### src/rtl/ifu_pkg.sv
// Shared IFU defines (bus widths, EBREAK encoding) and the fetch FSM state type.
// The optional response check is enabled by defining IFU_RRESP_CHECK_EN.
`ifndef IFU_DEFINES_SV
`define IFU_DEFINES_SV
`define INST_ADDR_BUS 31:0
`define INST_DATA_BUS 31:0
`define INST_EBREAK   32'h00100073
`endif

package ifu_pkg;
    typedef enum logic [1:0] {
        S_IDLE = 2'd0,
        S_AR   = 2'd1,
        S_R    = 2'd2,
        S_OUT  = 2'd3
    } ifu_state_e;

    localparam logic [1:0] RRESP_OKAY = 2'b00;
endpackage

### src/rtl/ifu.sv
// Instruction fetch unit: one outstanding read per fetch, IDLE -> AR -> R -> OUT.
// IFU_RRESP_CHECK_EN: a non-OKAY read response loads EBREAK and raises inst_fault.
module ifu
    import ifu_pkg::*;
(
    input  logic                  clk,
    input  logic                  rst_n,
    input  logic                  fetch_req,
    input  logic [`INST_ADDR_BUS] fetch_pc,
    output logic                  fetch_ready,
    output logic [`INST_DATA_BUS] inst,
    output logic                  inst_valid,
    input  logic                  inst_ready,
    output logic                  inst_fault,
    output logic [`INST_ADDR_BUS] araddr,
    output logic                  arvalid,
    input  logic                  arready,
    input  logic [`INST_DATA_BUS] rdata,
    input  logic [1:0]            rresp,
    input  logic                  rvalid,
    output logic                  rready
);
    ifu_state_e            state_q;
    logic [`INST_ADDR_BUS] pc_q;
    logic [`INST_DATA_BUS] inst_q;

`ifdef IFU_RRESP_CHECK_EN
    logic fault_q;
`else
    logic rresp_unused;
    assign rresp_unused = ^rresp;
`endif

    always_ff @(posedge clk or negedge rst_n) begin
        if (!rst_n) begin
            state_q <= S_IDLE;
            pc_q    <= '0;
            inst_q  <= '0;
`ifdef IFU_RRESP_CHECK_EN
            fault_q <= 1'b0;
`endif
        end else begin
            case (state_q)
                S_IDLE: if (fetch_req) begin
                    pc_q    <= fetch_pc;
                    state_q <= S_AR;
                end
                S_AR: if (arready) state_q <= S_R;
                S_R: if (rvalid) begin
`ifdef IFU_RRESP_CHECK_EN
                    inst_q  <= (rresp != RRESP_OKAY) ? `INST_EBREAK : rdata;
                    fault_q <= (rresp != RRESP_OKAY);
`else
                    inst_q  <= rdata;
`endif
                    state_q <= S_OUT;
                end
                // Consumption and a new request in the same cycle skip IDLE.
                S_OUT: if (inst_ready) begin
                    if (fetch_req) begin
                        pc_q    <= fetch_pc;
                        state_q <= S_AR;
                    end else begin
                        state_q <= S_IDLE;
                    end
                end
                default: state_q <= S_IDLE;
            endcase
        end
    end

    assign fetch_ready = (state_q == S_IDLE) || ((state_q == S_OUT) && inst_ready);
    assign arvalid     = (state_q == S_AR);
    assign rready      = (state_q == S_R);
    assign inst_valid  = (state_q == S_OUT);
    assign araddr      = pc_q;
    assign inst        = inst_q;
`ifdef IFU_RRESP_CHECK_EN
    assign inst_fault  = fault_q;
`else
    assign inst_fault  = 1'b0;
`endif
endmodule

### config.mk
export PLATFORM = sky130hd
export DESIGN_NAME = ifu
export DESIGN_NICKNAME = d
export VERILOG_FILES = /design/src/rtl/ifu_pkg.sv /design/src/rtl/ifu.sv
export SDC_FILE = /design/constraint.sdc
export NUM_CORES = 1
export LEC_CHECK = 0
export BUFFER_PORTS_ARGS = -buffer_cell sky130_fd_sc_hd__clkbuf_2
export CAP_MARGIN = 20
export CORE_MARGIN = 5
export CORE_UTILIZATION = 40
export CTS_BUF_LIST = sky130_fd_sc_hd__clkbuf_16
export DETAILED_ROUTE_END_ITERATION = 10
export HOLD_SLACK_MARGIN = 0.15
export PLACE_DENSITY = 0.79
export SETUP_SLACK_MARGIN = 0.02
export SLEW_MARGIN = 20
export SYNTH_ARGS = -nofsm -noshare
export SYNTH_HDL_FRONTEND = slang
export SYNTH_SLANG_ARGS = --single-unit
### constraint.sdc
create_clock -name clk -period 1.9 [get_ports clk]
set_input_delay 0.38 -clock clk [delete_from_list [all_inputs] [get_ports clk]]
set_output_delay 0.38 -clock clk [all_outputs]
set_load 0.01 [all_outputs]
==> flow_metrics.py <==
metrics = {
    "status": {
        "status": "complete, no violations",
    },
    "synthesis": {
        "syn_avg_cell_area_um2": 17.3,
        "synth.mux.area_fraction_pct": 30.8,
        "synth_nets": 236,
        "post_synthesis_simple_gate_area_fraction_pct": 1.36,
        "synth_warnings": 0,
        "synth_compound_area_share_pct": 2.18,
        "synth_cell_type_count": 18,
        "synthesis_stage_register_bit_count": 66,
        "synth_top_family_by_area": "multiplexers",
        "synth-xor-area-share_pct": 0,
        "synth_sequential_area_ratio_pct": 59.9,
        "synth_area_mm2": 0.00276,
        "post_synth_fa_ha_maj_area_fraction_pct": 2.27,
        "postSynthCellCount": 159,
    },
    "timing": {
        "skew_ns": 0.00430,
        "setup_ws_ns": 0.0967,
        "timing.final.max_slew_violations": 0,
        "fmax_mhz": 555,
        "finalHoldViolations": 0,
        "layout_worst_path_cycle_share_pct": 94.9,
        "setup_viol_count_final": 0,
        "min_period_ns": 1.80,
        "grt_setup_unrepaired": "false",
        "tns_ns": 0,
    },
    "global_route": {
        "antenna_found_initial": 0,
        "via_count_of_the_first_global_routing_pass": 1999,
        "grt.overflow.total": 0,
        "wire_length_of_the_first_global_routing_pass_mm": 9.77,
        "grt_use_total_pct": 14.5,
        "pin_count_of_the_biggest_net_entering_global_routing": 67,
    },
    "detailed_routing": {
        "dr_wl_met2_mm": 3.21,
        "initialDrtViolationCount": 28,
        "remaining_antenna_violation_count": 0,
        "drc": 0,
        "totalWireLength_mm": 5.98,
        "wl_per_cell_um": 15.0,
        "via_per_inst": 4.64,
        "met1Wirelength_mm": 2.37,
        "met3_wirelength_um": 352,
        "vias": 1845,
        "firstDrtPassIters": 3,
        "highest_layer": "met4",
    },
    "floorplan": {
        "floorplan.initialDensity_pct": 40.8,
        "die_area_mm2": 0.00865,
        "die_h_um": 93.0,
        "rows": 30,
        "num_io_pins": 141,
        "core_mm2": 0.00676,
        "dieWidth_um": 93.0,
    },
    "worst_setup_path": {
        "path_max_fanout": 12,
        "worst-endpoint-arrival_ns": 2.00,
        "timing.critical_path.from_type": "flip-flop",
        "worstPathRequired_ns": 2.09,
        "critPathKind": "reg -> reg",
        "worstSetupEndpointType": "flip-flop",
    },
    "pwr": {
        "ir_drop_worst_case_vdd_uv": 795,
        "share_comb_of_total_power_pct": 41.3,
        "p_leak_nw": 2.11,
        "netSwitchingFraction_pct": 30.9,
        "clock_power_share_pct": 23.5,
        "cellPowerDensity_mw_per_mm2": 1850,
        "power_switching_mw": 2.24,
        "internal-power_mw": 4.99,
        "total_power_mw": 7.23,
        "sequentialPowerShare_pct": 35.2,
    },
    "job": {
        "drv.max_cap_violation_count": 0,
    },
    "clocking": {
        "numCtsBuffers": 9,
        "path_clk_slew_ns": 0.05,
        "tritoncts_num_sinks": 66,
        "clock_tree_from_tritoncts": "done",
        "cts-htree-levels": 3,
        "clk_path_buf_depth": 2,
        "clock-root-buffer": "clkbuf_16",
        "clk_latency_ns": 0.32,
    },
    "cells_and_area": {
        "ff_latch_area_mm2": 0.00165,
        "final_cell_mix": "clkbuf_2 (136), dfrtp_1 (65), mux2_2 (34), mux2_4 (31)",
        "area_occupied_by_multi_input_gates_mm2": 0.00101,
        "final_core_utilization_pct": 57.9,
        "drive_above_1_share_pct": 73.3,
        "layout_commonest_cell": "clkbuf_2",
        "post_layout_nonfiller_instances": 398,
        "design.final.nets": 390,
        "synthToLayoutAreaGrowth_pct": 41.9,
        "diodes": 0,
        "fill_cells": 576,
    },
    "placement": {
        "placedCellCount": 380,
        "gpl.final_weighted_congestion": 0.722,
        "dp_hpwl_mm": 4.50,
        "buffers_added_on_ports": 137,
        "dpl_worst_slack_ns": 0.0805,
    },
    "min_path": {
        "timing.hold.worst.class": "in -> reg",
    },
}
==> logic make-up after synthesis <==
kind of cell | count (synthesis)
compound gates | 6
buf+inv | 10
mux | 65
fa+ha+maj | 5
other cells | 1
flops | 66
simple gates | 6
==> through the flow <==
step / cell area (um2) / hold slack [ns]
4_1_cts: 3900 / 0.280
3_3_place_gp: 3580 / 0.422
6_report: 3910 / 0.293
3_5_place_dp: 3580 / 0.431
2_1_floorplan: 2760 / 0.0844
5_1_grt: 3910 / 0.278
==> synth_stat cells <==
master | number | share of area (%)
dfrtp_1 | 66 | 60
mux2_2 | 34 | 14
mux2_4 | 31 | 17
ha_1 | 5 | 2.3
buf_12 | 3 | 2.2
buf_2 | 3 | 0.54
inv_1 | 3 | 0.41
nor2b_1 | 3 | 0.68
nand2_1 | 2 | 0.27
a2111oi_4 | 1 | 1.0
a211oi_1 | 1 | 0.27
a21o_1 | 1 | 0.27
a22oi_1 | 1 | 0.27
buf_4 | 1 | 0.27
conb_1 | 1 | 0.14
nand2_4 | 1 | 0.41
o21ai_0 | 1 | 0.18
o21ai_1 | 1 | 0.18
==> area by class of cell <==
type,instances,area share (%)
Clock buffer,9,5.76
Clock inverter,7,2.17
Inverter,3,0.288
Multi-Input combinational cell,83,25.9
Sequential cell,66,42.2
Tap cell,80,2.56
Timing Repair Buffer,150,21.0
==> power by group through the flow <==
stage | combinational (mW) | clock, mW | sequential [mW]
5_1_grt | 3.21 | 1.82 | 2.64
3_3_place_gp | 2.96 | 0 | 2.50
2_1_floorplan | 1.55 | 0 | 2.85
6_report | 2.99 | 1.70 | 2.54
3_5_place_dp | 3.01 | 0 | 2.55
4_1_cts | 3.03 | 1.75 | 2.54
==> state kept, by name (all words and copies together), names as in the netlist <==
signal and flops:
araddr 32, inst 32, state_q 2
==> metal layers <==
metal,vias up,GRT usage [%]
li1,870,-
met1,910,17.0
met2,60,24.9
met3,5,3.62
met4,0,6.59
met5,-,0
==> path summary, 6_finish.rpt <==
check	startpoint	end	slack, ns	cells past startpoint
max	state_q[0]	araddr[17]	0.1	5
min	rdata[21]	inst[21]	0.29	2
max reg2reg	state_q[0]	araddr[17]	0.1	5
min reg2reg	inst[5]	inst[5]	0.50	1
max in group asynchronous	rst_n	state_q[1]	0.94	3
min in group asynchronous	rst_n	araddr[9]	0.61	3
==> repair_timing <==
item                       4_1_cts  5_1_grt
setup endpoints to repair        0       26
setup buffers                    0        1
hold endpoints to repair        66        0
gates resized for setup          0        3
hold buffers                     1        0
==> worst max-delay path: stages (launching register included) <==
cell and delay, ns:
dfrtp_1 0.43, ha_1 0.25, mux2_4 0.32, nand2_4 0.19, buf_12 0.18, mux2_4 0.31
No activity file was read; power rests on OpenSTA's default activity.
